$ cat src/rtl/charger_ctrl.sv
// -----------------------------------------------------------------------------
// charger_ctrl
//
// Charge-sequencing controller for the battery charger. It requests an ADC
// sample of battery voltage and temperature every PERIOD cycles and runs the
// trickle (TC), constant-current (CC), constant-voltage (CV) and done/recharge
// sequence. Its output is the 8-bit current-DAC code that sets the forced
// battery current.
//
// Ports:
//   clk         in   1  core clock
//   rst         in   1  synchronous active-high reset
//   en          in   1  charger enable (already synchronised)
//   sel         in   4  CC current select, latched on leaving IDLE
//   adc_req     out  1  one-cycle conversion request pulse
//   adc_valid   in   1  one-cycle pulse, vbat/vtemp valid while high
//   vbat        in   8  battery voltage code
//   vtemp       in   8  battery temperature code
//   icode       out  8  current-DAC code
//   state       out  3  IDLE=0 TC=1 CC=2 CV=3 DONE=4 FAULT=5
//   fault_code  out  2  0 none, 1 temperature, 2 ADC timeout, 3 charge timeout
// -----------------------------------------------------------------------------
module charger_ctrl #(
    parameter logic [15:0] PERIOD      = 16'd1000,
    parameter logic [7:0]  ADC_TO      = 8'd64,
    parameter logic [7:0]  VCUTOFF     = 8'd100,
    parameter logic [7:0]  VTARGET     = 8'd200,
    parameter logic [7:0]  VRECHARGE   = 8'd190,
    parameter logic [7:0]  ITRICKLE    = 8'd20,
    parameter logic [7:0]  ITERM       = 8'd15,
    parameter logic [7:0]  TMIN        = 8'd40,
    parameter logic [7:0]  TMAX        = 8'd180,
    parameter logic [2:0]  DEB         = 3'd4,
    parameter logic [15:0] MAX_SAMPLES = 16'd3600
) (
    input  logic       clk,
    input  logic       rst,
    input  logic       en,
    input  logic [3:0] sel,
    output logic       adc_req,
    input  logic       adc_valid,
    input  logic [7:0] vbat,
    input  logic [7:0] vtemp,
    output logic [7:0] icode,
    output logic [2:0] state,
    output logic [1:0] fault_code
);

    typedef enum logic [2:0] {
        ST_IDLE  = 3'd0,
        ST_TC    = 3'd1,
        ST_CC    = 3'd2,
        ST_CV    = 3'd3,
        ST_DONE  = 3'd4,
        ST_FAULT = 3'd5
    } state_t;

    localparam logic [1:0] FC_NONE  = 2'd0;
    localparam logic [1:0] FC_TEMP  = 2'd1;
    localparam logic [1:0] FC_ADCTO = 2'd2;
    localparam logic [1:0] FC_CHGTO = 2'd3;

    state_t      r_state;
    logic [7:0]  r_icode;
    logic [7:0]  r_iset;        // CC current latched from sel on leaving IDLE
    logic [1:0]  r_fault;
    logic        r_adc_req;
    logic        r_wait;        // a conversion has been requested, not yet answered
    logic [15:0] r_period_cnt;
    logic [7:0]  r_to_cnt;      // cycles spent in the wait window, request cycle = 1
    logic [15:0] r_samples;     // samples accepted in TC/CC/CV since charge start
    logic [2:0]  r_term;        // consecutive CV samples with icode at or below ITERM

    logic        w_charging;
    logic        w_period_hit;
    logic        w_accept;
    logic        w_timeout;
    logic        w_temp_bad;
    logic        w_max_hit;
    logic [15:0] w_samples_inc;
    logic [7:0]  w_cv_icode;
    logic [2:0]  w_term_next;

    assign w_charging    = (r_state == ST_TC) || (r_state == ST_CC) || (r_state == ST_CV);
    assign w_period_hit  = (r_period_cnt == PERIOD - 16'd1);
    // Samples only count while a request is outstanding; stray pulses are dropped.
    assign w_accept      = r_wait && adc_valid;
    // A sample landing in the last cycle of the window wins over the timeout.
    assign w_timeout     = r_wait && !adc_valid && (r_to_cnt == ADC_TO);
    assign w_temp_bad    = (vtemp < TMIN) || (vtemp > TMAX);
    assign w_samples_inc = r_samples + 16'd1;
    assign w_max_hit     = w_charging && (w_samples_inc >= MAX_SAMPLES);

    // CV regulation step: walk icode one code per sample toward VTARGET,
    // bounded below by 0 and above by the latched CC current.
    always_comb begin
        // NOTE: default assignment first so no path leaves w_cv_icode unassigned (no latch).
        w_cv_icode = r_icode;
        if (vbat > VTARGET) begin
            if (r_icode != 8'd0) begin
                w_cv_icode = r_icode - 8'd1;
            end
        end else if (vbat < VTARGET) begin
            if (r_icode < r_iset) begin
                w_cv_icode = r_icode + 8'd1;
            end else begin
                w_cv_icode = r_iset;
            end
        end
    end

    assign w_term_next = (w_cv_icode <= ITERM) ? r_term + 3'd1 : 3'd0;

    always_ff @(posedge clk) begin
        // NOTE: sequential state uses non-blocking assignments so every register
        // samples the pre-edge values; later assignments in this block override earlier ones.
        if (rst) begin
            r_state      <= ST_IDLE;
            r_icode      <= 8'd0;
            r_iset       <= 8'd0;
            r_fault      <= FC_NONE;
            r_adc_req    <= 1'b0;
            r_wait       <= 1'b0;
            r_period_cnt <= 16'd0;
            r_to_cnt     <= 8'd0;
            r_samples    <= 16'd0;
            r_term       <= 3'd0;
        end else if (!en) begin
            // Disable beats everything, including a sample arriving this cycle.
            r_state      <= ST_IDLE;
            r_icode      <= 8'd0;
            r_fault      <= FC_NONE;
            r_adc_req    <= 1'b0;
            r_wait       <= 1'b0;
            r_period_cnt <= 16'd0;
            r_to_cnt     <= 8'd0;
            r_samples    <= 16'd0;
            r_term       <= 3'd0;
        end else begin
            r_adc_req <= 1'b0;
            case (r_state)
                ST_IDLE: begin
                    r_state      <= ST_TC;
                    r_icode      <= ITRICKLE;
                    r_iset       <= {sel, 4'hF};
                    r_period_cnt <= 16'd0;
                    r_samples    <= 16'd0;
                    r_term       <= 3'd0;
                    r_wait       <= 1'b0;
                    r_to_cnt     <= 8'd0;
                end

                ST_FAULT: begin
                    // Parked until en drops; no requests, no current.
                    r_icode <= 8'd0;
                end

                default: begin
                    // Free-running request timer, independent of the wait window.
                    if (w_period_hit) begin
                        r_period_cnt <= 16'd0;
                    end else begin
                        r_period_cnt <= r_period_cnt + 16'd1;
                    end

                    if (r_wait) begin
                        // A request falling due now is skipped.
                        if (adc_valid || (r_to_cnt == ADC_TO)) begin
                            r_wait <= 1'b0;
                        end else begin
                            r_to_cnt <= r_to_cnt + 8'd1;
                        end
                    end else if (w_period_hit) begin
                        r_adc_req <= 1'b1;
                        r_wait    <= 1'b1;
                        r_to_cnt  <= 8'd1;
                    end

                    if (w_accept) begin
                        if (w_temp_bad) begin
                            r_state <= ST_FAULT;
                            r_fault <= FC_TEMP;
                            r_icode <= 8'd0;
                        end else if (w_max_hit) begin
                            r_state <= ST_FAULT;
                            r_fault <= FC_CHGTO;
                            r_icode <= 8'd0;
                        end else begin
                            case (r_state)
                                ST_TC: begin
                                    r_samples <= w_samples_inc;
                                    if (vbat >= VCUTOFF) begin
                                        r_state <= ST_CC;
                                        r_icode <= r_iset;
                                    end else begin
                                        r_icode <= ITRICKLE;
                                    end
                                end
                                ST_CC: begin
                                    r_samples <= w_samples_inc;
                                    r_icode   <= r_iset;
                                    if (vbat >= VTARGET) begin
                                        r_state <= ST_CV;
                                        r_term  <= 3'd0;
                                    end
                                end
                                ST_CV: begin
                                    r_samples <= w_samples_inc;
                                    r_icode   <= w_cv_icode;
                                    r_term    <= w_term_next;
                                    if (w_term_next == DEB) begin
                                        r_state <= ST_DONE;
                                        r_icode <= 8'd0;
                                        r_term  <= 3'd0;
                                    end
                                end
                                ST_DONE: begin
                                    r_icode <= 8'd0;
                                    // Recharge: a deeply discharged cell restarts in trickle.
                                    if (vbat < VCUTOFF) begin
                                        r_state   <= ST_TC;
                                        r_icode   <= ITRICKLE;
                                        r_samples <= 16'd0;
                                    end else if (vbat < VRECHARGE) begin
                                        r_state   <= ST_CC;
                                        r_icode   <= r_iset;
                                        r_samples <= 16'd0;
                                    end
                                end
                                default: ;
                            endcase
                        end
                    end else if (w_timeout) begin
                        r_state <= ST_FAULT;
                        r_fault <= FC_ADCTO;
                        r_icode <= 8'd0;
                    end
                end
            endcase
        end
    end

    assign adc_req    = r_adc_req;
    assign icode      = r_icode;
    assign state      = r_state;
    assign fault_code = r_fault;

endmodule

$ cat config.mk
export PLATFORM = sky130hd
export DESIGN_NAME = charger_ctrl
export DESIGN_NICKNAME = d
export VERILOG_FILES = /design/src/rtl/charger_ctrl.sv
export SDC_FILE = /design/constraint.sdc
export NUM_CORES = 1
export LEC_CHECK = 0
export ABC_AREA = 1
export CAP_MARGIN = 0
export CORE_ASPECT_RATIO = 1.75
export CORE_UTILIZATION = 55
export CTS_CLUSTER_DIAMETER = 200
export CTS_CLUSTER_SIZE = 25
export DETAILED_ROUTE_END_ITERATION = 8
export MAX_ROUTING_LAYER = met4
export PLACE_DENSITY = 0.76
export SLEW_MARGIN = 20
export SYNTH_ARGS = -nofsm -noshare
export SYNTH_HDL_FRONTEND = slang
export SYNTH_SLANG_ARGS = --single-unit
$ cat constraint.sdc
create_clock -name clk -period 2.75 [get_ports clk]
set_input_delay 0.825 -clock clk [delete_from_list [all_inputs] [get_ports clk]]
set_output_delay 0.825 -clock clk [all_outputs]
set_load 0.1 [all_outputs]
## Word-level counts from Yosys, hierarchy flattened

Index checks and enable logic that the tools add are counted.

- Reduce and logical (&&, ||, !) cells: 29
- Mux-type cells: 54
- $lt $le $gt $ge: 11
- Equality and inequality tests: 20
- Bitwise operators: 3
- Add/sub/neg operators: 6

Operator list:

| cell | number |
|---|---|
| 8-bit 2-to-1 mux | 15 |
| 16-bit 2-to-1 mux | 6 |
| 16-bit one-hot mux with 2 select lines | 3 |
| 3-bit 2-to-1 mux | 15 |
| 16-bit by 1-bit adder with 16-bit output (second input constant) | 2 |
| 8-bit one-hot mux with 2 select lines | 2 |
| 8-bit one-hot mux with 4 select lines | 1 |
| 6-bit by 4-bit inequality test with 1-bit output (second input constant) | 3 |
| 3-bit one-hot mux with 2 select lines | 3 |
| 8-bit by 1-bit adder with 8-bit output (second input constant) | 2 |
| 16-bit by 10-bit == test with 1-bit output (second input constant) | 1 |
| 16-bit by 12-bit >= comparator with 1-bit output (second input constant) | 1 |
| 8-bit > comparator (second input constant) | 2 |
| 8-bit less-than comparator (second input constant) | 2 |
| 3-bit one-hot mux with 4 select lines | 1 |
| 6-bit AND reduction | 2 |
| 3-bit nonzero test | 4 |
| 3-bit == test (second input constant) | 3 |
| 9-bit by 1-bit inequality test with 1-bit output (second input constant) | 1 |
| 8-bit by 7-bit == test with 1-bit output (second input constant) | 1 |
| 8-bit by 7-bit >= comparator with 1-bit output (second input constant) | 1 |
| 8-bit >= comparator (second input constant) | 1 |
| 8-bit by 4-bit less-or-equal comparator with 1-bit output (second input constant) | 1 |
| 8-bit by 6-bit less-than comparator with 1-bit output (second input constant) | 1 |
| other kinds (29) | 49 |

- Output and inout bits: 14
- Logic and storage cells: 133
- Input bits: 24
- Register bits after elaboration: 66

## Logic depth before layout (Yosys ltp)

Gate-level depths: netlist of run 1.

- Word-level depth: 13
- Depth in mapped cells: 22
- Depth with buffers taken out: 22

## Worst setup path before layout of run 1

Ideal clock, no wire load.

- Path type: register -> register
- Start: reg r_icode[5], in the netlist icode[5]
- End: reg r_state[2], in the netlist state[2]
- Period minus slack after synthesis: 2.886 ns
- Stages on the path, launching flop included: 19
- Buffers on the path: 0
- Required time: 2.630 ns
- Library setup time: 0.120 ns
- Arrival time: 2.767 ns
- Path slack: -0.136 ns
- Path through: dfxtp_1 > ha_1 > a21oi_1 > o21a_1 > nand2_4 > nand2_1 > nand3_1 > nand2_1 > nand2_1 > inv_2 > nand2_2 > nor2_4 > nand2_2 > nand2_2 > nand2_2 > nand2_4 > nand3_1 > nand2_1 > nor2_1

- Word-level cells in the longest chain between the ends: 9
- Elaborated cells on any way between the ends: 13
- Those cells by class: 2 x add/sub; 2 x order compare; 2 x eq/ne; 5 x mux; 2 x reduce/logical

Ends and longest elaborated chain:

| item | RTL line | source |
|---|---|---|
| start, declared | 64 | `logic [7:0] r_icode;` |
| start signal, assigned | 194 | `r_icode <= r_iset;` |
| start signal, assigned | 201 | `r_icode <= r_iset;` |
| start signal, assigned | 209 | `r_icode <= w_cv_icode;` |
| 8-bit by 1-bit adder with 8-bit output or 8-bit less-than comparator (tied branches) | 105, 104 |  |
| 8-bit 2-to-1 mux | 104 | `if (r_icode < r_iset) begin` |
| 8-bit 2-to-1 mux | 103 | `end else if (vbat < VTARGET) begin` |
| 8-bit 2-to-1 mux (*) | 99 | `if (vbat > VTARGET) begin` |
| 8-bit by 4-bit less-or-equal comparator with 1-bit output (*) | 112 | `assign w_term_next = (w_cv_icode <= ITERM) ? r_term + 3'd1 : 3'd0;` |
| 3-bit 2-to-1 mux (*) | 112 |  |
| 3-bit == test (*) | 211 | `if (w_term_next == DEB) begin` |
| 6-bit by 4-bit inequality test with 1-bit output (no line) (*) | - |  |
| 7-bit AND reduction (no line) (*) | - |  |
| end signal, assigned | 118 | `r_state <= ST_IDLE;` |
| end signal, assigned | 212 | `r_state <= ST_DONE;` |
| end signal, assigned | 221 | `r_state <= ST_TC;` |
| end, declared | 63 | `state_t r_state;` |

Mark *: on every way between the ends. The rest lies on a longest branch, timed or not.
A chain may end at the register's enable or synchronous reset.

## Worst setup path in the final report of run 1

- Start: in vbat[6]
- End: reg r_state[1], in the netlist state[1]

- Word-level cells in the longest chain between the ends: 8
- Elaborated cells on any way between the ends: 22
- Those cells by class: 7 x order compare; 5 x eq/ne; 9 x mux; 1 x reduce/logical

Ends and longest elaborated chain:

| item | RTL line | source |
|---|---|---|
| start, declared | 42 | `input logic [7:0] vbat,` |
| 8-bit less-than comparator | 103 |  |
| 8-bit 2-to-1 mux | 103 |  |
| 8-bit 2-to-1 mux | 99 |  |
| 8-bit by 4-bit less-or-equal comparator with 1-bit output | 112 |  |
| 3-bit 2-to-1 mux | 112 |  |
| 3-bit == test | 211 |  |
| 6-bit by 4-bit inequality test with 1-bit output (no line) | - |  |
| 7-bit AND reduction (no line) | - |  |

Parallel ways exist; a longest one is shown, timed or not.

==> results of run 1 <==
## through the flow
step / hold WS (ns) / power (mW) / instance area (um2) / instances
after CTS: 0.455 / 3.00 / 5440 / 850
final: 0.453 / 3.00 / 5510 / 855
after global placement: 0.434 / 1.76 / 5120 / 834
after global routing: 0.483 / 3.12 / 5510 / 855
after detailed placement: 0.447 / 1.77 / 5120 / 834
after floorplan: 0.429 / 1.53 / 4520 / 687
## report_power, final
group / total [mW] / internal (mW) / switching (mW)
clock network: 1.23 / 0.814 / 0.416
registers: 0.986 / 0.947 / 0.0393
logic: 0.779 / 0.278 / 0.501
## worst paths after layout
check	start	to	slack, ns
setup / recovery	vbat[6]	state[1]$_SDFFE_PP0P_	0.19
hold / removal	fault_code[1]$_SDFFE_PP0P_	fault_code[1]$_SDFFE_PP0P_	0.45
setup reg to reg	r_iset[3]$_SDFFE_PP0P_	state[2]$_SDFFE_PP0P_	0.23
hold reg to reg	fault_code[1]$_SDFFE_PP0P_	fault_code[1]$_SDFFE_PP0P_	0.45
## registers in the layout, summed over array words and instances (netlist names)
name	count
r_period_cnt	16
r_to_cnt	8
state	3
icode	8
adc_req	1
r_iset	5
fault_code	2
r_term	3
r_samples	16
r_wait	1
## cells by family after synthesis
kind of cell / synth area share
AO/OA/AOI/OAI: 0.184
XOR/XNOR: 0.0369
adder cells (fa/ha/maj): 0.0444
buffers and inverters: 0.104
flip-flops: 0.280
AND/OR/NAND/NOR: 0.351
## per-layer routing
metal,track usage,vias up
met5,-,-
met4,0.170,0
met3,0.0529,37
met2,0.584,112
met1,0.290,2229
li1,-,2414
## Yosys cell counts (all sizes together) (6+ instances only)
| master | n | area [um2] |
|---|---|---|
| a211oi | 6 | 45.0 |
| a21oi | 64 | 335 |
| clkbuf | 6 | 22.5 |
| dfxtp | 63 | 1260 |
| ha | 16 | 200 |
| inv | 98 | 368 |
| nand2 | 157 | 657 |
| nand3 | 47 | 268 |
| nand4 | 8 | 71.3 |
| nor2 | 93 | 427 |
| nor3 | 17 | 95.1 |
| o211ai | 6 | 45.0 |
| o21ai | 45 | 229 |
| xor2 | 16 | 140 |
## final cells by class
| cell class | count | share of cell area |
|---|---|---|
| inverter | 103 | 0.0706 |
| timing repair buffer | 73 | 0.111 |
| multi-input combinational | 510 | 0.509 |
| clock buffer | 10 | 0.0434 |
| sequential | 63 | 0.230 |
| clock inverter | 6 | 0.0152 |
| tap | 90 | 0.0204 |
## critical path, stage by stage
cell and delay [ns]:
clkdlybuf4s50_1 0.51, nand2_2 0.10, inv_2 0.06, nand3_2 0.10
inv_2 0.12, nor2_4 0.04, a22oi_1 0.15, nand2_1 0.08
nand2_1 0.08, inv_2 0.04, o211ai_1 0.12, nand2_2 0.12
nand2_2 0.08, nand2_2 0.06, nand2_4 0.09, nand3_1 0.07
nand2_1 0.08, nor2_1 0.05
## what timing repair did
item | in CTS | in global routing
setup buffers | 0 | 5
gates resized for setup | 0 | 8
setup endpoints to repair | 0 | 16
==> flow_metrics.py, run 1 <==
metrics = {
    "floorplan": {
        "start_util": 0.567,
        "core_region_area_um2": 7960,
        "io_pins": 38,
        "die_w_um": 70.5,
        "num_rows": 43,
        "dieArea_um2": 8580,
        "die_h_um": 122,
    },
    "yosys": {
        "ys_seq_area_frac": 0.280,
        "syn_area_per_cell_um2": 6.57,
        "netlist_instances": 687,
        "synthArstFlopShare": 0,
        "syn_nets": 727,
        "ys_ff_latch": 63,
        "synth_enable_flop_cells": 0,
        "synthDistinctLibCells": 49,
        "ys_dominant_reg_cell": "dfxtp_1",
        "yosysWarningCount": 0,
        "syn_area_um2": 4510,
    },
    "sta": {
        "worstMarginPinSlew_ns": 0.625,
        "tns_ns": 0,
        "finalMaxSlewViolations": 0,
        "max_freq_ghz": 0.390,
        "fin_ws_ns": 0.186,
        "slew_headroom": 0.583,
        "min_period_ns": 2.56,
        "fin_crit_sh": 0.932,
        "setup_viol": 0,
        "clock_skew_ns": 0.00422,
        "hold_violations": 0,
    },
    "clock_network": {
        "cts_tree": "yes",
        "insertion_delay_ns": 0.33,
        "htree_levels": 3,
        "clockRootBuffer": "clkbuf_16",
        "numClockSinks": 63,
        "cts.clk_slew.worst_paths_ns": 0.05,
        "cts.hold.buffers_added": 0,
        "cts_made_buffers": 9,
        "clock_path_buffers": 2,
    },
    "grt": {
        "grt_max_degree": 40,
        "grt_pass1_wl_mm": 20.3,
        "grt_usage": 0.309,
        "first_global_vias": 4753,
        "grt_overflow": 0,
        "antenna_found_initial": 0,
    },
    "place": {
        "place_hpwl_mm": 9.40,
        "place_ws_ns": -0.208,
        "gp_congestion": 0.980,
        "port_buffers": 37,
    },
    "status": {
        "violations": "design-rule violations",
        "status": "finished, violations left",
    },
    "route": {
        "postRouteWirelength_mm": 12.2,
        "highest_layer": "met4",
        "routedLengthMet1_mm": 4.57,
        "drc_errors": 8,
        "drtIter0Drc": 232,
        "wl_met2_mm": 6.63,
        "dr.pass1.iters": 7,
        "dr_total_vias": 4792,
        "wl_per_cell_um": 14.2,
        "vias_per_cell": 5.60,
        "wl_met3_um": 472,
        "drtAntennaViolNets": 0,
    },
    "power": {
        "power_density_nw_per_um2": 544,
        "peakVddDrop_mv": 0.375,
        "power_leakage_nw": 2.26,
    },
    "setup_path": {
        "path_class": "in -> reg",
        "worstPathArrival_ns": 2.79,
        "crit_fanout": 6,
        "setup.worst_path.end_class": "flop",
        "cp_data_required_time_ns": 2.98,
        "cp-start-kind": "input pin",
        "r2r.worst_path.cells": 16,
    },
    "cells_and_area": {
        "multiInputGateArea_um2": 2810,
        "final_util": 0.692,
        "syn2layout_area_growth_pct": 22.1,
        "fill_cells": 717,
        "layout_common_cells": "140 x nand2_1, 83 x inv_1, 73 x nor2_1, 61 x a21oi_1, 57 x dfxtp_1",
        "drive_above_1_share": 0.186,
        "fin_nets": 800,
        "final_common_cell": "nand2_1",
        "diodes": 0,
        "final-seq-area_um2": 1270,
    },
    "job": {
        "max_cap_violations": 0,
    },
    "hold_path": {
        "hold_path.class": "reg -> reg",
        "holdPathStages": 2,
    },
}
Power figures use the tool's default switching activity.
==> run 2, diff against run 1 <==
--- a/config.mk
+++ b/config.mk
@@ -12,7 +12,6 @@
 export CTS_CLUSTER_DIAMETER = 200
 export CTS_CLUSTER_SIZE = 25
 export DETAILED_ROUTE_END_ITERATION = 8
-export MAX_ROUTING_LAYER = met4
 export PLACE_DENSITY = 0.76
 export SLEW_MARGIN = 20
 export SYNTH_ARGS = -nofsm -noshare
==> flow_metrics.py, run 2 (same netlist as run 1, synthesis figures left out) <==
metrics = {
    "status": {
        "status": "finished, violations left",
        "violations": "design-rule violations",
    },
    "sta": {
        "clock_skew_ns": 0.00891,
        "max_freq_ghz": 0.379,
        "finalMaxSlewViolations": 0,
        "slew_headroom": 0.609,
        "hold_violations": 0,
        "tns_ns": 0,
        "worstMarginPinSlew_ns": 0.586,
        "setup_viol": 0,
        "min_period_ns": 2.64,
        "fin_crit_sh": 0.959,
    },
    "power": {
        "clkPwrFrac": 0.384,
        "p_sw_frac": 0.324,
        "power_mw": 2.89,
        "peakVddDrop_mv": 0.520,
        "switchingPower_mw": 0.935,
        "power_density_nw_per_um2": 529,
        "seqPwrFrac": 0.342,
        "power_leakage_nw": 2.24,
        "intPower_mw": 1.95,
        "comb_power_share": 0.274,
    },
    "setup_path": {
        "cp_data_required_time_ns": 2.94,
        "setup.worst_path.end_class": "flop",
        "crit_fanout": 3,
        "cpMostUsedCell": "buf_4",
        "path_class": "in -> reg",
        "cp_cell_sequence": "clkdlybuf4s50_1 -> buf_4 -> nand2_1 -> o41ai_1 -> buf_4 -> buf_4 -> o21ai_1 -> a21oi_1 -> o21ai_0 -> nand3_1 -> a21oi_1",
        "worstPathArrival_ns": 2.83,
        "critPathTopFamily": "buffers and inverters",
        "cp_slowest_cell": "clkdlybuf4s50_1",
        "cp_num_buf_inv": 4,
        "max_stage_delay_ns": 0.50,
        "cp-start-kind": "input pin",
        "crit_start": "vbat[7]",
        "r2r.worst_path.cells": 17,
        "r2r_start": "r_iset[7]$_SDFFE_PP0P_",
        "regToRegSetupSlack_ns": 0.29,
        "r2r_end": "state[0]$_SDFFE_PP0P_",
    },
    "grt": {
        "top_usage_layer": "met2",
        "grt_max_degree": 40,
        "grt_overflow": 0,
        "met2_usage": 0.570,
        "first_global_vias": 4695,
        "antenna_found_initial": 0,
        "met1_usage": 0.296,
        "grt_usage": 0.302,
        "grtUsageMet3": 0.0505,
        "grt_pass1_wl_mm": 20.4,
    },
    "route": {
        "postRouteWirelength_mm": 12.1,
        "dr_total_vias": 4802,
        "wl_per_cell_um": 14.3,
        "drtAntennaViolNets": 0,
        "drtIter0Drc": 250,
        "dr.pass1.iters": 7,
        "drc_errors": 8,
        "vias_per_cell": 5.64,
    },
    "floorplan": {
        "dieArea_um2": 8580,
        "num_rows": 43,
        "io_pins": 38,
        "die_h_um": 122,
        "start_util": 0.567,
        "die_w_um": 70.5,
        "core_region_area_um2": 7960,
    },
    "cells_and_area": {
        "final_common_cell": "nand2_1",
        "layout_common_cells": "140 x nand2_1, 83 x inv_1, 73 x nor2_1, 61 x a21oi_1, 56 x dfxtp_1",
        "stdcell_area_um2": 5460,
        "syn2layout_area_growth_pct": 21.0,
        "multiInputGateArea_um2": 2800,
        "final_util": 0.686,
        "drive_above_1_share": 0.179,
        "final-seq-area_um2": 1270,
        "fin_nets": 796,
        "top_regs": "r_period_cnt: 16 flops, r_samples: 16 flops",
        "diodes": 0,
        "fill_cells": 709,
    },
    "place": {
        "port_buffers": 37,
        "place_hpwl_mm": 9.34,
        "gp_congestion": 0.947,
        "placed_area_um2": 5120,
    },
    "clock_network": {
        "clock_path_buffers": 2,
        "numClockSinks": 63,
        "cts.hold.buffers_added": 0,
        "clockRootBuffer": "clkbuf_16",
        "htree_levels": 3,
        "insertion_delay_ns": 0.34,
        "cts_tree": "yes",
        "cts_made_buffers": 9,
        "cts.clk_slew.worst_paths_ns": 0.05,
    },
    "hold_path": {
        "hold_end": "fault_code[1]$_SDFFE_PP0P_",
        "holdPathStages": 2,
        "hold_path.class": "reg -> reg",
        "min_from": "fault_code[1]$_SDFFE_PP0P_",
    },
    "job": {
        "max_cap_violations": 0,
    },
}
-- run 2: worst max path at each step --
stage                                        to  depth (start not counted)
after detailed placement  icode[5]$_SDFFE_PP0P_                         11
after floorplan           state[2]$_SDFFE_PP0P_                         17
after global routing      state[0]$_SDFFE_PP0P_                         13
final                     icode[5]$_SDFFE_PP0P_                         11
after CTS                 icode[5]$_SDFFE_PP0P_                         11
after global placement    icode[5]$_SDFFE_PP0P_                         11
-- run 2: worst register-to-register path: stages (launching register included) --
cell and delay (ns):
dfxtp_1 0.35, inv_1 0.12, ha_1 0.31, a21oi_1 0.15, o21a_1 0.26, nand3_1 0.13, nand3_1 0.14, nand2_2 0.09
nor2_4 0.12, nand2_2 0.08, nor2_4 0.12, nand2_4 0.08, nand2_2 0.07, nand2_2 0.06, nand2_4 0.09, nand3_1 0.07
nand2_1 0.06, nor2_1 0.05
-- run 2: cell type report --
type,count,share of cell area
multi-input cells,510,0.513
flip-flops and latches,63,0.233
repair buffers,69,0.109
inverters,103,0.0712
clock buffers,12,0.0451
well taps,90,0.0206
clock inverters,4,0.00825
-- run 2: power by group through the flow --
| stage | Sequential (mW) | Combinational (mW) | Clock (mW) |
|---|---|---|---|
| floorplan | 1.05 | 0.486 | 0 |
| global placement | 1.00 | 0.764 | 0 |
| detailed placement | 1.00 | 0.780 | 0 |
| CTS | 0.986 | 0.784 | 1.14 |
| global route | 0.991 | 0.867 | 1.17 |
| finish | 0.988 | 0.790 | 1.11 |
-- run 2: stage by stage --
step                      hold slack [ns]  instances  setup WS, ns
after floorplan                     0.429        687        0.0234
after global routing                0.477        851     -0.000925
final                               0.451        851         0.113
after global placement              0.435        833        -0.132
after detailed placement            0.444        833        -0.198
after CTS                           0.453        849         0.115
-- run 2: metal layers --
metal  up-vias  wire [um]
met5         -          0
li1       2399          -
met4         0        587
met2       136       6550
met1      2211       4550
met3        56        458
-- run 2: what timing repair did --
item | CTS | global route
gates resized for setup | 0 | 10
setup endpoints to repair | 0 | 3
setup buffers | 0 | 2
==> run 3, diff against run 2 <==
--- a/config.mk
+++ b/config.mk
@@ -7,12 +7,14 @@
 export LEC_CHECK = 0
 export ABC_AREA = 1
 export CAP_MARGIN = 0
+export CELL_PAD_IN_SITES_DETAIL_PLACEMENT = 1
+export CELL_PAD_IN_SITES_GLOBAL_PLACEMENT = 1
 export CORE_ASPECT_RATIO = 1.75
-export CORE_UTILIZATION = 55
+export CORE_UTILIZATION = 42
 export CTS_CLUSTER_DIAMETER = 200
 export CTS_CLUSTER_SIZE = 25
 export DETAILED_ROUTE_END_ITERATION = 8
-export PLACE_DENSITY = 0.76
+export PLACE_DENSITY_LB_ADDON = 0.1
 export SLEW_MARGIN = 20
 export SYNTH_ARGS = -nofsm -noshare
 export SYNTH_HDL_FRONTEND = slang
==> constraint.sdc (replaced) <==
create_clock -name clk -period 2.75 [get_ports clk]
set_input_delay 0.55 -clock clk [delete_from_list [all_inputs] [get_ports clk]]
set_output_delay 0.55 -clock clk [all_outputs]
set_load 0.1 [all_outputs]
==> flow_metrics.py, run 3 (same netlist as run 1, synthesis figures left out) <==
metrics = {
    "setup_path": {
        "setup.worst_path.end_class": "flop",
        "worstPathArrival_ns": 2.74,
        "cp_num_buf_inv": 1,
        "cp_slowest_cell": "dfxtp_2",
        "cp_cell_sequence": "inv_1 -> ha_1 -> a21oi_1 -> nand2_2 -> nand2_2 -> nand3_1 -> nand3_1 -> nand2_2 -> nor2_4 -> nand2_2 -> nor2_4 -> nand2_2 -> nand2_2 -> nand2_2 -> nand2_4 -> nand3_1 -> nand2_1 -> nor2_1",
        "cp-start-kind": "flop",
        "critPathTopFamily": "simple AND/OR/NAND/NOR gates",
        "max_stage_delay_ns": 0.39,
        "cp_data_required_time_ns": 2.97,
        "path_class": "reg -> reg",
        "r2r_start": "r_iset[3]$_SDFFE_PP0P_",
        "crit_fanout": 6,
        "crit_start": "r_iset[3]$_SDFFE_PP0P_",
        "cpMostUsedCell": "nand2_2",
    },
    "cells_and_area": {
        "drive_above_1_share": 0.163,
        "fill_cells": 1387,
        "final_common_cell": "nand2_1",
        "stdcell_area_um2": 5380,
        "syn2layout_area_growth_pct": 19.3,
        "fin_nets": 782,
        "diodes": 0,
        "instances_no_fill": 874,
        "top_regs": "r_period_cnt: 16 flops, r_samples: 16 flops",
        "layout_common_cells": "140 x nand2_1, 83 x inv_1, 74 x nor2_1, 62 x a21oi_1, 55 x dfxtp_1",
    },
    "sta": {
        "max_freq_ghz": 0.398,
        "clock_skew_ns": 0.00766,
        "fin_crit_sh": 0.914,
        "slew_headroom": 0.565,
        "setup_viol": 0,
        "worstMarginPinSlew_ns": 0.651,
        "finalMaxSlewViolations": 0,
        "hold_violations": 0,
        "tns_ns": 0,
        "rsz0062_at_grt": "no",
        "min_period_ns": 2.51,
    },
    "power": {
        "comb_power_share": 0.256,
        "seqPwrFrac": 0.340,
        "switchingPower_mw": 0.960,
        "peakVddDrop_mv": 0.397,
        "intPower_mw": 1.96,
        "power_density_nw_per_um2": 543,
        "p_sw_frac": 0.329,
        "power_leakage_nw": 2.14,
        "clkPwrFrac": 0.404,
    },
    "route": {
        "drc_errors": 0,
        "postRouteWirelength_mm": 14.1,
        "drtIter0Drc": 176,
        "vias_per_cell": 5.50,
        "dr.pass1.iters": 4,
        "drtAntennaViolNets": 0,
        "wl_per_cell_um": 16.1,
        "dr_total_vias": 4806,
    },
    "clock_network": {
        "cts_made_buffers": 9,
        "htree_levels": 3,
        "cts.clk_slew.worst_paths_ns": 0.05,
        "insertion_delay_ns": 0.34,
        "clockRootBuffer": "clkbuf_16",
        "cts_tree": "yes",
        "numClockSinks": 63,
        "clock_path_buffers": 2,
    },
    "floorplan": {
        "dieArea_um2": 11200,
        "io_pins": 38,
        "num_rows": 49,
        "die_w_um": 80.4,
        "die_h_um": 139,
        "core_region_area_um2": 10400,
        "start_util": 0.435,
    },
    "grt": {
        "top_usage_layer": "met2",
        "grt_usage": 0.270,
        "first_global_vias": 5208,
        "grtUsageMet3": 0.0382,
        "grt_pass1_wl_mm": 23.8,
        "met1_usage": 0.274,
        "grt_overflow": 0,
        "met2_usage": 0.502,
        "antenna_found_initial": 0,
        "grt_max_degree": 25,
    },
    "hold_path": {
        "hold_path.class": "reg -> reg",
        "min_from": "fault_code[1]$_SDFFE_PP0P_",
    },
    "place": {
        "placed_area_um2": 5070,
        "port_buffers": 37,
        "place_hpwl_mm": 11.2,
        "gp_congestion": 0.955,
        "place_inst": 858,
    },
    "status": {
        "status": "finished, final reports clean",
    },
    "job": {
        "max_cap_violations": 0,
    },
}
-- run 3: changes by cell type in the layout (fill, tap and decap cells not counted), sizes merged --
cell	change
buf	-14
clkdlybuf4s50	+3
dlymetal6s2s	-3
clkbuf	+1
inv	-1
-- run 3: layout make-up --
class	instances	area, um2	share of cell area
well taps	127	159	0.0295
multi-input cells	510	2780	0.517
repair buffers	55	470	0.0874
flip-flops and latches	63	1270	0.236
clock inverters	3	40.0	0.00744
inverters	103	389	0.0723
clock buffers	13	270	0.0502
-- run 3: tightest hold or removal path, cell delays in order (launching register included) --
cell and delay [ns]:
dfxtp_1 0.31, inv_1 0.05, a21oi_1 0.05
-- run 3: layer usage --
layer / up-vias / part of all wire
met5: - / 0
met4: 0 / 0.048
met3: 48 / 0.029
met2: 97 / 0.54
met1: 2291 / 0.38
li1: 2370 / -
-- run 3: power groups by stage --
stage / Combinational [mW] / Sequential (mW) / Clock, mW
6_report: 0.748 / 0.992 / 1.18
3_3_place_gp: 0.721 / 1.01 / 0
5_1_grt: 0.829 / 0.995 / 1.24
2_1_floorplan: 0.486 / 1.05 / 0
4_1_cts: 0.751 / 0.990 / 1.20
3_5_place_dp: 0.746 / 1.01 / 0
-- run 3: timing repair --
item | CTS | global route
gates resized for setup | 0 | 3
setup endpoints to repair | 0 | 4
hold buffers | 0 | 0
setup buffers | 0 | 0
-- run 3: stage by stage --
stage	hold WS [ns]	power, mW	setup WS (ns)	util
floorplan	0.429	1.53	0.0234	-
global placement	0.446	1.73	0.106	0.489
detailed placement	0.446	1.76	-0.00769	0.489
CTS	0.461	2.94	0.135	0.519
global route	0.493	3.06	0.00155	0.520
finish	0.451	2.92	0.237	0.520
-- run 3: final timing paths --
path                                     end  slack (ns)  cells past startpoint
setup / recovery       state[2]$_SDFFE_PP0P_        0.24                     18
hold / removal    fault_code[1]$_SDFFE_PP0P_        0.45                      2
setup reg to reg       state[2]$_SDFFE_PP0P_        0.24                     18
hold reg to reg   fault_code[1]$_SDFFE_PP0P_        0.45                      2
